[src/rtl/seg_scan_pkg.sv]
// Shared constants for the 7-seg scan driver: FSM encodings, default parameters
// and a width helper.
package seg_scan_pkg;

    localparam logic [1:0] ST_IDLE = 2'd0;
    localparam logic [1:0] ST_SHOW = 2'd1;
    localparam logic [1:0] ST_GAP  = 2'd2;

    localparam int unsigned DEF_NUM_DIGITS   = 4;
    localparam int unsigned DEF_DATA_W       = 4;
    localparam int unsigned DEF_DWELL_CYCLES = 5;
    localparam int unsigned DEF_BLANK_CYCLES = 0;

    // Bits needed to count 0..n-1, never less than one.
    function automatic int unsigned clog2_w(input int unsigned n);
        return (n <= 1) ? 1 : $clog2(n);
    endfunction

endpackage

[src/rtl/next_digit_finder.sv]
// Combinational search for the next enabled digit above cur_idx_c, wrapping to
// the lowest enabled digit when none is higher.
module next_digit_finder
    import seg_scan_pkg::*;
#(
    parameter int unsigned NUM_DIGITS = DEF_NUM_DIGITS,
    parameter int unsigned SEL_W      = clog2_w(DEF_NUM_DIGITS)
) (
    input  logic [SEL_W-1:0]      cur_idx_c,
    input  logic [NUM_DIGITS-1:0] mask_c,
    output logic [SEL_W-1:0]      next_idx_c,
    output logic [SEL_W-1:0]      lowest_idx_c,
    output logic                  wrap_c
);

    always_comb begin
        lowest_idx_c = '0;
        next_idx_c   = '0;
        wrap_c       = 1'b1;
        // Descending scans leave the lowest qualifying index as the final write.
        for (int i = int'(NUM_DIGITS) - 1; i >= 0; i--) begin
            if (mask_c[i]) lowest_idx_c = SEL_W'(i);
        end
        next_idx_c = lowest_idx_c;
        for (int i = int'(NUM_DIGITS) - 1; i >= 0; i--) begin
            if (mask_c[i] && (SEL_W'(i) > cur_idx_c)) begin
                next_idx_c = SEL_W'(i);
                wrap_c     = 1'b0;
            end
        end
    end

endmodule

[src/rtl/seg_scan_mux.sv]
// Time-multiplexed 7-seg digit scanner with per-frame input snapshot,
// enable masking, leading-zero blanking and optional ghost-guard gaps.
module seg_scan_mux
    import seg_scan_pkg::*;
#(
    parameter int unsigned NUM_DIGITS   = DEF_NUM_DIGITS,
    parameter int unsigned DATA_W       = DEF_DATA_W,
    parameter int unsigned DWELL_CYCLES = DEF_DWELL_CYCLES,
    parameter int unsigned BLANK_CYCLES = DEF_BLANK_CYCLES,
    localparam int unsigned SEL_W       = clog2_w(NUM_DIGITS)
) (
    input  logic                         clk,
    input  logic                         sys_rst_n,
    input  logic                         scan_en,
    input  logic [NUM_DIGITS*DATA_W-1:0] digits_in,
    input  logic [NUM_DIGITS-1:0]        dp_in,
    input  logic [NUM_DIGITS-1:0]        digit_mask,
    input  logic                         lz_suppress,
    output logic [DATA_W-1:0]            data_out,
    output logic                         dp_out,
    output logic [SEL_W-1:0]             digit_sel,
    output logic [NUM_DIGITS-1:0]        digit_onehot,
    output logic                         blank,
    output logic                         frame_tick
);

    localparam int unsigned CNT_MAX = (DWELL_CYCLES > BLANK_CYCLES) ? DWELL_CYCLES : BLANK_CYCLES;
    localparam int unsigned CNT_W   = clog2_w(CNT_MAX);
    localparam logic [CNT_W-1:0] DWELL_LAST = CNT_W'(DWELL_CYCLES - 1);
    localparam logic [CNT_W-1:0] GAP_LAST   = CNT_W'(BLANK_CYCLES - 1);

    logic [1:0]                   state, state_nx;
    logic [SEL_W-1:0]             idx, idx_nx;
    logic [CNT_W-1:0]             cnt, cnt_nx;
    logic                         take_snap, tick_nx;

    logic [NUM_DIGITS*DATA_W-1:0] snap_dig, snap_dig_nx;
    logic [NUM_DIGITS-1:0]        snap_dp, snap_dp_nx;
    logic [NUM_DIGITS-1:0]        snap_mask, snap_mask_nx;
    logic                         snap_lz, snap_lz_nx;

    logic [NUM_DIGITS-1:0]        find_mask;
    logic [SEL_W-1:0]             next_idx, lowest_idx;
    logic                         wrap;

    logic [DATA_W-1:0]            val_nx [NUM_DIGITS];
    logic [NUM_DIGITS-1:0]        sup_nx;
    logic                         show_nx;
    logic [DATA_W-1:0]            data_nx;
    logic                         dp_nx;
    logic [NUM_DIGITS-1:0]        onehot_nx;

    // In IDLE the first slot comes from the live mask; mid-frame, from the snapshot.
    assign find_mask = (state == ST_IDLE) ? digit_mask : snap_mask;

    next_digit_finder #(
        .NUM_DIGITS (NUM_DIGITS),
        .SEL_W      (SEL_W)
    ) u_finder (
        .cur_idx_c    (idx),
        .mask_c       (find_mask),
        .next_idx_c   (next_idx),
        .lowest_idx_c (lowest_idx),
        .wrap_c       (wrap)
    );

    // Scan sequencing: dwell, optional gap, advance or wrap to a new frame.
    always_comb begin : fsm_next
        state_nx  = state;
        idx_nx    = idx;
        cnt_nx    = cnt;
        take_snap = 1'b0;
        tick_nx   = 1'b0;
        case (state)
            ST_IDLE: begin
                if (scan_en && (digit_mask != '0)) begin
                    state_nx  = ST_SHOW;
                    idx_nx    = lowest_idx;
                    cnt_nx    = '0;
                    take_snap = 1'b1;
                    tick_nx   = 1'b1;
                end
            end
            ST_SHOW: begin
                if (cnt == DWELL_LAST) begin
                    cnt_nx = '0;
                    if (BLANK_CYCLES > 0) begin
                        state_nx = ST_GAP;
                    end else begin
                        idx_nx    = next_idx;
                        take_snap = wrap;
                        tick_nx   = wrap;
                    end
                end else begin
                    cnt_nx = cnt + CNT_W'(1);
                end
            end
            ST_GAP: begin
                if (cnt == GAP_LAST) begin
                    cnt_nx    = '0;
                    state_nx  = ST_SHOW;
                    idx_nx    = next_idx;
                    take_snap = wrap;
                    tick_nx   = wrap;
                end else begin
                    cnt_nx = cnt + CNT_W'(1);
                end
            end
            default: begin
                state_nx = ST_IDLE;
                idx_nx   = '0;
                cnt_nx   = '0;
            end
        endcase
        if (!scan_en || (digit_mask == '0)) begin
            state_nx  = ST_IDLE;
            idx_nx    = '0;
            cnt_nx    = '0;
            take_snap = 1'b0;
            tick_nx   = 1'b0;
        end
    end

    always_comb begin : snap_next
        snap_dig_nx  = take_snap ? digits_in   : snap_dig;
        snap_dp_nx   = take_snap ? dp_in       : snap_dp;
        snap_mask_nx = take_snap ? digit_mask  : snap_mask;
        snap_lz_nx   = take_snap ? lz_suppress : snap_lz;
    end

    // Leading-zero map: walk down from the top, tracking whether every enabled
    // digit seen so far is a zero without a decimal point.
    always_comb begin : lz_eval
        logic zero_run;
        logic below;
        zero_run = 1'b1;
        below    = 1'b0;
        sup_nx   = '0;
        for (int i = int'(NUM_DIGITS) - 1; i >= 0; i--) begin
            val_nx[i] = snap_dig_nx[i*DATA_W +: DATA_W];
            below = 1'b0;
            for (int j = 0; j < i; j++) begin
                below = below | snap_mask_nx[j];
            end
            sup_nx[i] = snap_lz_nx && zero_run && (val_nx[i] == '0) && !snap_dp_nx[i] && below;
            if (snap_mask_nx[i]) begin
                zero_run = zero_run && (val_nx[i] == '0) && !snap_dp_nx[i];
            end
        end
    end

    always_comb begin : out_next
        show_nx   = (state_nx == ST_SHOW) && !sup_nx[idx_nx];
        data_nx   = show_nx ? val_nx[idx_nx] : '0;
        dp_nx     = show_nx && snap_dp_nx[idx_nx];
        onehot_nx = show_nx ? (NUM_DIGITS'(1) << idx_nx) : '0;
    end

    always_ff @(posedge clk or negedge sys_rst_n) begin
        if (!sys_rst_n) begin
            state        <= ST_IDLE;
            idx          <= '0;
            cnt          <= '0;
            snap_dig     <= '0;
            snap_dp      <= '0;
            snap_mask    <= '0;
            snap_lz      <= 1'b0;
            data_out     <= '0;
            dp_out       <= 1'b0;
            digit_sel    <= '0;
            digit_onehot <= '0;
            blank        <= 1'b1;
            frame_tick   <= 1'b0;
        end else begin
            state        <= state_nx;
            idx          <= idx_nx;
            cnt          <= cnt_nx;
            snap_dig     <= snap_dig_nx;
            snap_dp      <= snap_dp_nx;
            snap_mask    <= snap_mask_nx;
            snap_lz      <= snap_lz_nx;
            data_out     <= data_nx;
            dp_out       <= dp_nx;
            digit_sel    <= idx_nx;
            digit_onehot <= onehot_nx;
            blank        <= !show_nx;
            frame_tick   <= tick_nx;
        end
    end

endmodule

[config.mk]
export PLATFORM = sky130hd
export DESIGN_NAME = seg_scan_mux
export DESIGN_NICKNAME = d
export VERILOG_FILES = /design/src/rtl/seg_scan_pkg.sv /design/src/rtl/next_digit_finder.sv /design/src/rtl/seg_scan_mux.sv
export SDC_FILE = /design/constraint.sdc
export NUM_CORES = 1
export LEC_CHECK = 0
export ABC_AREA = 1
export CAP_MARGIN = 10
export CORE_MARGIN = 4
export CORE_UTILIZATION = 55
export CTS_BUF_LIST = sky130_fd_sc_hd__clkbuf_4
export DETAILED_ROUTE_END_ITERATION = 10
export PLACE_DENSITY = 0.95
export SYNTH_ARGS = -nofsm -noshare
export SYNTH_HDL_FRONTEND = slang
export SYNTH_SLANG_ARGS = --single-unit
export TNS_END_PERCENT = 50
[constraint.sdc]
create_clock -name clk -period 2.71 [get_ports clk]
set_clock_uncertainty 0.2 [all_clocks]
set_input_delay 0.813 -clock clk [delete_from_list [all_inputs] [get_ports clk]]
set_output_delay 0.813 -clock clk [all_outputs]
set_load 0.03 [all_outputs]
==> qor.csv, run 1 <==
stage,metric,value,unit
place,hpwl,5250,µm
logic_synthesis,synth_area_leaders,"dfrtp_1 45%, nand2_1 20%, inv_1 7.0%",
floorplanning,io_pins,41,
outcome,tool.error,[ERROR GRT-0232] Routing congestion too high. Check the congestion heatmap in the GUI.,
clock_tree,numClockSinks,43,
global_route,grt-ovfl-total,156,
logic_synthesis,synthCells,324,
clock_tree,h-tree-depth,2,
timing,grt_repair_worst_endpoint,data_out[1]$_DFF_PN0_/D,
clock_tree,root_buffer,clkbuf_4,
logic_synthesis,syn_area_per_cell,7.29,µm²
global_route,grt_usage,74.7,%
logic_synthesis,yosys_register_bits,43,
global_route,grt_start_max_net_pins,44,
place,placed_cells,457,
logic_synthesis,yosysTopAreaCell,dfrtp_1,
logic_synthesis,yosysTopAreaCellShare,44.5,%
outcome,outcome,aborted with a tool error,
place,port_buffers,40,
logic_synthesis,netlist_area,0.00236,mm²
clock_tree,holdBufCountCts,0,
floorplanning,placementRows,23,
timing,worstEpCategory,sequential cell input,
logic_synthesis,synth-seq-area-share,45.6,%
clock_tree,cts_buffer_depth,2,
floorplanning,fp.dieH,73.5,µm
outcome,haltStage,global routing,
clock_tree,cts_buffers,5,
floorplanning,initial_core_util,57.8,%
logic_synthesis,synth_nets,359,
logic_synthesis,yosysWarnings,0,
floorplanning,fp.dieW,73.5,µm
logic_synthesis,ys_types,24,
place,place.gp.congestion,0.886,
==> per-layer routing <==
layer	track usage (%)	overflow
met1	72.3	0
met2	98.2	99
met3	45.4	0
met4	90.1	57
met5	0	0
==> cells by family after synthesis <==
| group | Yosys count | synth area share (%) |
|---|---|---|
| simple gates | 199 | 36.1 |
| fa+ha+maj | 7 | 3.71 |
| compound gates | 22 | 4.88 |
| buf+inv | 53 | 9.70 |
| flops | 43 | 45.6 |
==> per-stage QoR <==
stage                     setup WS (ns)  utilization, %  area (µm²)  TNS (ns)  hold slack (ns)
after CTS                       -0.0117            83.9        3430   -0.0207            0.305
after detailed placement         -0.641            77.1        3150     -6.61            0.284
after global placement           -0.420            77.1        3150     -4.12            0.261
after floorplan                   0.196               -        2360         0            0.238
==> cell usage after synthesis (all sizes together) <==
cell and number:
nand2 128, inv 46, dfrtp 42, nor2 34, nand3 26, o21ai 13
a21oi 8, buf 7, ha 7, nand3b 6, nor3 4, and2 1
dfstp 1, o22ai 1
==> timing repair <==
action,in CTS
gates cloned,2
setup endpoints to repair,9
gates resized for setup,38
buffers inserted,6
pin swaps,19
==> inputs of run 2 (changes only) <==
CORE_UTILIZATION = 40   (was 55)
CTS_BUF_LIST = not set   (was sky130_fd_sc_hd__clkbuf_4)
PLACE_DENSITY = not set   (was 0.95)
PLACE_DENSITY_LB_ADDON = 0.15   (was not set)
==> run 2 against run 1 <==
The run now ends clean. Area after synthesis unchanged. Synthesized cell count did not move.
==> qor.csv, run 2 <==
stage,metric,value,unit
cells_and_area,fin_area,0.00391,mm²
floorplanning,fp.dieW,84.8,µm
min_path,hp-class,register to register,
cells_and_area,regArea,0.00108,mm²
cells_and_area,multi_input_area,0.00145,mm²
logic_synthesis,synth_edf_count,0,
logic_synthesis,synth-seq-area-share,45.6,%
logic_synthesis,ys_dominant_reg_cell,dfrtp_1,
clock_tree,cts_buffer_depth,2,
routing,ant_nets,0,
floorplanning,initial_core_util,42.1,%
power_and_ir_drop,p_leak,1.96,nW
worst_setup_path,critPathCaptureType,register,
floorplanning,io_pins,41,
logic_synthesis,synth_nets,359,
timing,finalCritPeriodShare,99.7,%
timing,worst_slew_pin_slew,0.558,ns
worst_setup_path,crit_type,primary input to register,
cells_and_area,final_common_cell,nand2_1,
logic_synthesis,yosysWarnings,0,
worst_setup_path,worstPathRequired,2.70,ns
worst_setup_path,cp_max_fo,6,
routing,routed.top_layer,met4,
worst_setup_path,worstSetupStartpointType,primary input,
timing,slew_headroom,62.8,%
cells_and_area,layout-drive-gt1-share,39.7,%
global_route,antenna_found_initial,0,
logic_synthesis,yosysTopAreaCellShare,44.5,%
logic_synthesis,yosys_register_bits,43,
logic_synthesis,netlist_area,0.00236,mm²
floorplanning,die_area,0.00720,mm²
floorplanning,placementRows,27,
cells_and_area,post-route-util,69.7,%
clock_tree,clk_latency,0.30,ns
routing,drc,0,
routing,totalWireLength,6810,µm
logic_synthesis,synth_most_common_cell,nand2_1,
global_route,grt_pass1_wl,10600,µm
timing,period_needed,2.70,ns
timing,clock.fmax,0.370,GHz
cells_and_area,largest_reg_flops,16,
cells_and_area,fin_nets,477,
floorplanning,core_area,0.00561,mm²
routing,viasPerCell,4.69,
worst_setup_path,arrival,2.69,ns
timing,setup_viol,0,
clock_tree,cts_buffers,5,
global_route,grt_usage,18.1,%
routing,drt_iter0_markers,102,
cells_and_area,layout_common_cells,"91 x nand2_1, 71 x buf_4, 42 x dfrtp_1, 40 x inv_1, 34 x clkdlybuf4s50_1",
logic_synthesis,ys_types,24,
cells_and_area,nFillCells,459,
global_route,grt_pass1_vias,2324,
logic_synthesis,synth-async-reset-ratio,100,%
clock_tree,cts_tree,built,
routing,wl_met1,3190,µm
routing,wl_met3,338,µm
clock_tree,numClockSinks,43,
worst_setup_path,path_cells,dlygate4sd2_1 -> inv_1 -> nand2_1 -> nand3_2 -> nand2_2 -> inv_2 -> nand2_2 -> nand2_4 -> nand2_4 -> buf_6 -> buf_12 -> nand2_2 -> nand2_1 -> nor2_4 -> nand3_2 -> nor2_4 -> nand3_4 -> nand3_4 -> nor2_2,
global_route,grt-ovfl-total,0,
worst_setup_path,cpMostUsedCell,nand2_2,
power_and_ir_drop,irDropWorstVdd,283,µV
routing,met2RoutedLength,3200,µm
logic_synthesis,synth_common_cells,"125 x nand2_1, 44 x inv_1, 42 x dfrtp_1",
place,place.gp.congestion,0.857,
place,port_buffers,40,
routing,avgRoutedWirePerCell,13.2,µm
timing,slew_violations,0,
logic_synthesis,syn_area_per_cell,7.29,µm²
place,hpwl,4530,µm
timing,grt_setup_unrepaired,yes,
worst_setup_path,cp_slowest_stage_delay,0.25,ns
cells_and_area,diodes,0,
outcome,outcome,"complete, no violations",
logic_synthesis,synth_area_leaders,"dfrtp_1 45%, nand2_1 20%, inv_1 7.0%",
cells_and_area,area_delta_synth_final,65.6,%
clock_tree,clk_pin_slew,0.08,ns
clock_tree,h-tree-depth,2,
place,place_area,0.00327,mm²
clock_tree,root_buffer,clkbuf_8,
routing,firstDrtPassIters,4,
cells_and_area,top_register,snap_dig,
floorplanning,fp.dieH,84.8,µm
power_and_ir_drop,power_density,501,mW/mm²
logic_synthesis,synthCells,324,
logic_synthesis,yosysTopAreaCell,dfrtp_1,
worst_setup_path,cpMaxStageDelayCell,dlygate4sd2_1,
clock_tree,holdBufCountCts,0,
routing,num_vias,2416,
global_route,grt_start_max_net_pins,44,
timing,finalHoldViolCount,0,
flow_run,drv_cap,0,
-- run 2: cell counts after synthesis --
Identical to the previous run, type by type.
-- run 2: layout make-up --
cell class | instances | area share [%]
Multi-Input combinational cell | 229 | 37.1
Sequential cell | 43 | 27.6
Timing Repair Buffer | 117 | 25.7
Inverter | 46 | 4.54
Tap cell | 72 | 2.30
Clock buffer | 5 | 1.76
Clock inverter | 3 | 1.12
-- run 2: timing repair --
item / 4_1_cts / 5_1_grt
gates resized for setup: 30 / 93
endpoints found under the setup margin: 9 / 9
pin swaps: 19 / 31
cloned: 1 / 0
setup buffers: 9 / 8
-- run 2: stage by stage --
| stage | power, mW | hold WS (ns) | TNS (ns) | cells | setup WS (ns) |
|---|---|---|---|---|---|
| final | 1.96 | 0.361 | 0 | 515 | 0.00865 |
| after global routing | 2.08 | 0.389 | -0.760 | 515 | -0.121 |
| after CTS | 1.85 | 0.272 | 0 | 508 | 0.0135 |
| after detailed placement | 1.30 | 0.260 | -5.42 | 490 | -0.546 |
| after global placement | 1.29 | 0.253 | -4.86 | 490 | -0.497 |
| after floorplan | 1.02 | 0.238 | 0 | 324 | 0.196 |
-- run 2: logic make-up after synthesis --
logic type	share of synthesized area, %
and+or+nand+nor	36.1
AOI/OAI and AO/OA	4.88
adders and majority gates	3.71
buffers and inverters	9.70
DFF	45.6
-- run 2: critical path: cells and delay by family --
kind                   cells  cell delay [ns]
and+or+nand+nor           14             1.25
buffers and inverters      5             0.62
-- run 2: path summary, 6_finish.rpt --
check                              start               to  slack (ns)  cells after the start
setup / recovery           digit_mask[3]  digit_onehot[2]       0.009                     19
hold / removal              snap_dig[13]     snap_dig[13]        0.36                      2
setup reg to reg                  cnt[0]  digit_onehot[2]        0.03                     19
hold reg to reg             snap_dig[13]     snap_dig[13]        0.36                      2
max in group asynchronous      sys_rst_n            blank        1.55                      2
min in group asynchronous      sys_rst_n     snap_mask[3]        0.38                      2
-- run 2: metal layers --
metal,GRT usage (%),vias to the layer above
met2,29.0,53
met5,0,-
met1,25.1,1121
li1,-,1234
met3,3.11,8
met4,5.61,0
-- run 2: power by group --
group          internal, mW  total [mW]  switching (mW)
clock                 0.274       0.504           0.230
combinational         0.325       0.705           0.380
sequential            0.718       0.750          0.0320
Power figures use the tool's default switching activity.
==> inputs of run 3 (changes only) <==
==> constraint.sdc (replaced) <==
create_clock -name clk -period 2.71 [get_ports clk]
set_clock_uncertainty 0.2 [all_clocks]
set_input_delay 0.542 -clock clk [delete_from_list [all_inputs] [get_ports clk]]
set_output_delay 0.542 -clock clk [all_outputs]
set_load 0.03 [all_outputs]
==> run 3 against run 2 <==
Final area is 2.1% lower. Sequential cell count stayed put. Critical path depth is 3 lower. Combinational power is 5.4% lower. Via count is 0.99% higher. Critical path type is now register to register. Clock power is 1% higher. Cell count is 0.58% lower. Total power is 1.9% lower.
==> qor.csv, run 3 (synthesized netlist as in run 2, its figures left out) <==
stage,metric,value,unit
floorplanning,initial_core_util,42.1,%
clock_tree,clk_pin_slew,0.08,ns
worst_setup_path,r2r_cells,16,
place,post-place-ws,-0.261,ns
cells_and_area,final_common_cell,nand2_1,
power_and_ir_drop,netSwitchingFraction,32.5,%
timing,slew_headroom,78.6,%
worst_setup_path,critPathCaptureType,register,
timing,fin_tns_setup,0,ns
clock_tree,numClockSinks,43,
min_path,hold_path_end,snap_dig[0],
timing,finalCritPeriodShare,98.6,%
place,hpwl,4740,µm
routing,num_vias,2440,
floorplanning,fp.dieW,84.8,µm
timing,slew_violations,0,
routing,totalWireLength,6970,µm
min_path,whs_path_depth,2,
cells_and_area,area_delta_synth_final,62.1,%
timing,finalHoldViolCount,0,
routing,drt_iter0_markers,81,
cells_and_area,fin_nets,474,
floorplanning,core_area,0.00561,mm²
place,port_buffers,40,
clock_tree,cts_buffers,5,
worst_setup_path,crit_type,register to register,
power_and_ir_drop,p_leak,1.97,nW
cells_and_area,top_register,snap_dig,
floorplanning,io_pins,41,
place,place_area,0.00327,mm²
global_route,grt-ovfl-total,0,
worst_setup_path,r2r_slack,0.04,ns
power_and_ir_drop,netSwitchingPower,0.624,mW
routing,drc,0,
power_and_ir_drop,power.clock.fraction,26.5,%
timing,setup_viol,0,
power_and_ir_drop,intPower,1.30,mW
timing,worst_slew_pin_slew,0.321,ns
worst_setup_path,arrival,2.70,ns
power_and_ir_drop,finalPower,1.92,mW
clock_tree,root_buffer,clkbuf_8,
worst_setup_path,worstSetupStartpointType,register,
routing,ant_nets,0,
clock_tree,h-tree-depth,2,
cells_and_area,fin_area,0.00383,mm²
global_route,grt_usage,17.8,%
outcome,outcome,"complete, no violations",
min_path,hp-start,snap_dig[0],
routing,firstDrtPassIters,4,
global_route,grt_pass1_vias,2261,
worst_setup_path,cp_max_fo,8,
floorplanning,fp.dieH,84.8,µm
global_route,grt_start_max_net_pins,22,
worst_setup_path,r2r_start,state[1],
cells_and_area,layout_common_cells,"101 x nand2_1, 64 x buf_4, 42 x dfrtp_1, 39 x inv_1, 35 x clkdlybuf4s50_1",
timing,period_needed,2.67,ns
min_path,hp-class,register to register,
worst_setup_path,worstSetupStartpoint,state[1],
worst_setup_path,reg2reg_to,data_out[3],
cells_and_area,layout-drive-gt1-share,35.5,%
cells_and_area,diodes,0,
timing,worst_slack,0.0372,ns
global_route,grt_pass1_wl,10400,µm
clock_tree,cts_buffer_depth,2,
power_and_ir_drop,combPwrFrac,34.7,%
power_and_ir_drop,p_seq_share,38.8,%
flow_run,drv_cap,0,
cells_and_area,largest_reg_flops,16,
place,place.gp.congestion,0.858,
power_and_ir_drop,irDropWorstVdd,359,µV
clock_tree,cts_tree,built,
floorplanning,die_area,0.00720,mm²
timing,clock.fmax,0.374,GHz
routing,viasPerCell,4.77,
routing,avgRoutedWirePerCell,13.6,µm
floorplanning,placementRows,27,
worst_setup_path,worstPathRequired,2.74,ns
global_route,antenna_found_initial,0,
clock_tree,clk_latency,0.30,ns
power_and_ir_drop,power_density,502,mW/mm²
-- run 3: how the worst max path moves through the flow --
stage,end,slack [ns],depth (start not counted)
global placement,data_out[2],-0.20,17
detailed placement,data_out[1],-0.26,13
finish,data_out[3],0.04,16
global route,data_out[3],-0.11,16
CTS,data_out[3],0.03,18
floorplan,digit_onehot[2],0.25,19
-- run 3: critical path: stages, from the launching register on --
cell and delay, ns:
dfrtp_1 0.39, inv_2 0.07, ha_4 0.20, buf_4 0.14
buf_4 0.12, nand2_1 0.06, nand2_1 0.07, nor2_2 0.15
nand2_1 0.09, a21oi_2 0.13, nor2_1 0.08, nor2_4 0.15
nand3_4 0.12, buf_4 0.17, o21ai_0 0.25, nor2_1 0.10
nor2_1 0.11
-- run 3: power by group through the flow --
| stage | Clock (mW) | Combinational [mW] | Sequential, mW |
|---|---|---|---|
| 3_5_place_dp | 0 | 0.537 | 0.756 |
| 4_1_cts | 0.519 | 0.545 | 0.744 |
| 6_report | 0.509 | 0.667 | 0.747 |
| 3_3_place_gp | 0 | 0.532 | 0.753 |
| 2_1_floorplan | 0 | 0.243 | 0.781 |
| 5_1_grt | 0.553 | 0.730 | 0.754 |
-- run 3: timing repair --
| item | in CTS | in global routing |
|---|---|---|
| endpoints found under the setup margin | 9 | 9 |
| gates cloned | 0 | 4 |
| buffers inserted | 0 | 9 |
| hold endpoints to repair | 8 | 0 |
| gates resized for setup | 2 | 92 |
| hold buffers | 1 | 0 |
| pin swaps | 0 | 29 |
-- run 3: area by class of cell --
type                            count  area (µm²)
Fill cell                         492        1780
Multi-Input combinational cell    229        1350
Sequential cell                    43        1080
Timing Repair Buffer              114        1020
Inverter                           46         180
Tap cell                           72        90.1
Clock buffer                        5        68.8
Clock inverter                      3        43.8
-- run 3: metrics by stage --
step / hold WS, ns / util [%] / std cells
6_report: 0.287 / 68.3 / 512
5_1_grt: 0.306 / 68.3 / 512
4_1_cts: 0.285 / 60.8 / 499
3_5_place_dp: 0.225 / 58.4 / 490
3_3_place_gp: 0.231 / 58.4 / 490
2_1_floorplan: 0.0464 / - / 324
-- run 3: layer usage --
metal  GRT usage (%)  part of all wire, %  vias up
met1            24.8                   46     1148
met3            4.17                  3.9       12
li1                -                    -     1228
met4            4.32                  1.4        0
met2            28.3                   49       52
met5               0                    0        -
==> inputs of run 4 (changes only) <==
clock period = 3.1 ns   (was 2.71 ns; I/O delays follow)
==> run 4 against run 3 <==
Register-to-register slack better by 0.29 ns. Sequential cell count stayed put. Non-clock buffer count is 62 lower. Largest cell class unchanged. Worst hold slack worse by 0.028 ns. Clock power is 30% lower. Combinational power is 43% lower. Routed wire length is 21% lower. First-iteration DRC count is 53% higher. Worst setup slack better by 0.29 ns. Clock-buffer cell count stayed put. Highest routed layer unchanged.
==> qor.csv, run 4 (synthesized netlist as in run 2, its figures left out) <==
stage,metric,value,unit
outcome,outcome,"complete, no violations",
cells_and_area,multi_input_area,0.00108,mm²
cells_and_area,area_delta_synth_final,27.1,%
worst_setup_path,critPathTopFamily,simple AND/OR/NAND/NOR gates,
place,port_buffers,40,
worst_setup_path,arrival,2.76,ns
timing,slew_violations,0,
place,place.gp.congestion,0.833,
worst_setup_path,worstSetupStartpoint,state[1],
clock_tree,ctsResizeCount,0,
timing,clock.fmax,0.360,GHz
power_and_ir_drop,finalPower,1.39,mW
cells_and_area,nFillCells,575,
global_route,grt-ovfl-total,0,
flow_run,drv_cap,0,
floorplanning,fp.dieW,84.8,µm
worst_setup_path,cp.buffers_inverters,3,
floorplanning,initial_core_util,42.1,%
routing,drt_iter0_markers,124,
cells_and_area,largest_reg_flops,16,
timing,period_needed,2.77,ns
clock_tree,numClockSinks,43,
floorplanning,placementRows,27,
place,hpwl,4270,µm
timing,finalHoldViolCount,0,
worst_setup_path,cpMostUsedCell,nand2_1,
timing,setup_viol,0,
clock_tree,cts_tree,built,
worst_setup_path,cp_max_fo,16,
global_route,antenna_found_initial,0,
cells_and_area,fin_area,0.00300,mm²
worst_setup_path,crit_type,register to register,
cells_and_area,layout-drive-gt1-share,8.75,%
global_route,grt_start_max_net_pins,44,
timing,slew_headroom,37.8,%
cells_and_area,regArea,0.00108,mm²
cells_and_area,top_register,snap_dig,
clock_tree,root_buffer,clkbuf_8,
power_and_ir_drop,irDropWorstVdd,211,µV
timing,finalCritPeriodShare,89.5,%
routing,drc,0,
clock_tree,cts_buffers,5,
clock_tree,holdBufCountCts,0,
worst_setup_path,path_cells,inv_1 -> ha_4 -> buf_4 -> nand2_1 -> nand2_1 -> nor2_1 -> nor2_1 -> nand2_2 -> nand2_4 -> buf_6 -> nand3b_1 -> nand2_1 -> nand2_1 -> nor3_1 -> nand3_1 -> nand3_4 -> nor2_1,
cells_and_area,layout_common_cells,"125 x nand2_1, 44 x inv_1, 42 x dfrtp_1, 39 x clkdlybuf4s50_1, 31 x nor2_1",
routing,num_vias,2083,
routing,ant_nets,0,
worst_setup_path,cp_slowest_stage_delay,0.41,ns
worst_setup_path,worstSetupStartpointType,register,
global_route,grt_pass1_wl,9620,µm
global_route,grt_usage,16.5,%
cells_and_area,fin_nets,411,
floorplanning,core_area,0.00561,mm²
clock_tree,clk_pin_slew,0.08,ns
timing,grt_setup_unrepaired,no,
timing,fin_tns_setup,0,ns
routing,avgRoutedWirePerCell,12.3,µm
floorplanning,fp.dieH,84.8,µm
place,place_area,0.00288,mm²
power_and_ir_drop,power_density,462,mW/mm²
routing,viasPerCell,4.64,
power_and_ir_drop,p_leak,1.56,nW
routing,firstDrtPassIters,4,
cells_and_area,diodes,0,
floorplanning,io_pins,41,
clock_tree,clk_latency,0.30,ns
routing,totalWireLength,5520,µm
worst_setup_path,worstPathRequired,3.09,ns
clock_tree,cts_buffer_depth,2,
worst_setup_path,critPathCaptureType,register,
worst_setup_path,cpMaxStageDelayCell,dfrtp_1,
timing,worst_slew_pin_slew,0.933,ns
clock_tree,h-tree-depth,2,
min_path,hp-class,primary input to asynchronous set/reset pin,
global_route,grt_pass1_vias,2093,
cells_and_area,final_common_cell,nand2_1,
clock_tree,postCtsSetupRepairBufs,0,
worst_setup_path,r2r_cells,17,
floorplanning,die_area,0.00720,mm²
worst_setup_path,r2r_start,state[1],
worst_setup_path,cp.depth,17,
[run 4: worst register-to-register path, cell delays in order, from the launching register on]
cell      delay [ns]
dfrtp_1         0.41
inv_1           0.14
ha_4            0.19
buf_4           0.15
nand2_1         0.06
nand2_1         0.09
nor2_1          0.06
nor2_1          0.11
nand2_2         0.08
nand2_4         0.10
buf_6           0.17
nand3b_1        0.08
nand2_1         0.13
nand2_1         0.10
nor3_1          0.20
nand3_1         0.14
nand3_4         0.16
nor2_1          0.06
[run 4: power by group]
group	leakage [nW]	internal, mW	total [mW]	switching (mW)
logic	0.982	0.149	0.382	0.234
clock network	0.0402	0.157	0.355	0.198
registers	0.535	0.628	0.649	0.0216
[run 4: stage by stage]
step	util, %	setup slack (ns)	cells	hold slack [ns]
6_report	53.5	0.325	449	0.259
5_1_grt	53.5	0.0399	449	0.289
4_1_cts	52.9	0.172	449	0.277
3_5_place_dp	51.4	-0.0459	441	0.263
3_3_place_gp	51.4	-0.0285	441	0.261
2_1_floorplan	-	0.637	324	0.124
[run 4: final timing paths]
| kind | end | slack [ns] |
|---|---|---|
| worst max register to register | data_out[2] | 0.33 |
| worst max-delay path | data_out[2] | 0.33 |
| min in group clk | cnt[0] | 0.27 |
| worst min register to register | cnt[0] | 0.27 |
| worst min-delay path | snap_mask[3] | 0.26 |
| max in group asynchronous | idx[0] | 1.86 |
[run 4: layer usage]
metal,up-vias,part of all wire [%],GRT usage [%]
met4,0,1.2,4.75
met1,937,49,23.2
met3,8,5.0,2.91
li1,1094,-,-
met5,-,0,0
met2,44,45,26.0
[run 4: final cells by class]
class / count / share of cell area (%)
Tap cell: 72 / 3.00
Clock buffer: 5 / 2.29
Multi-Input combinational cell: 228 / 36.0
Timing Repair Buffer: 52 / 16.3
Sequential cell: 43 / 35.9
Clock inverter: 3 / 0.667
Inverter: 46 / 5.84
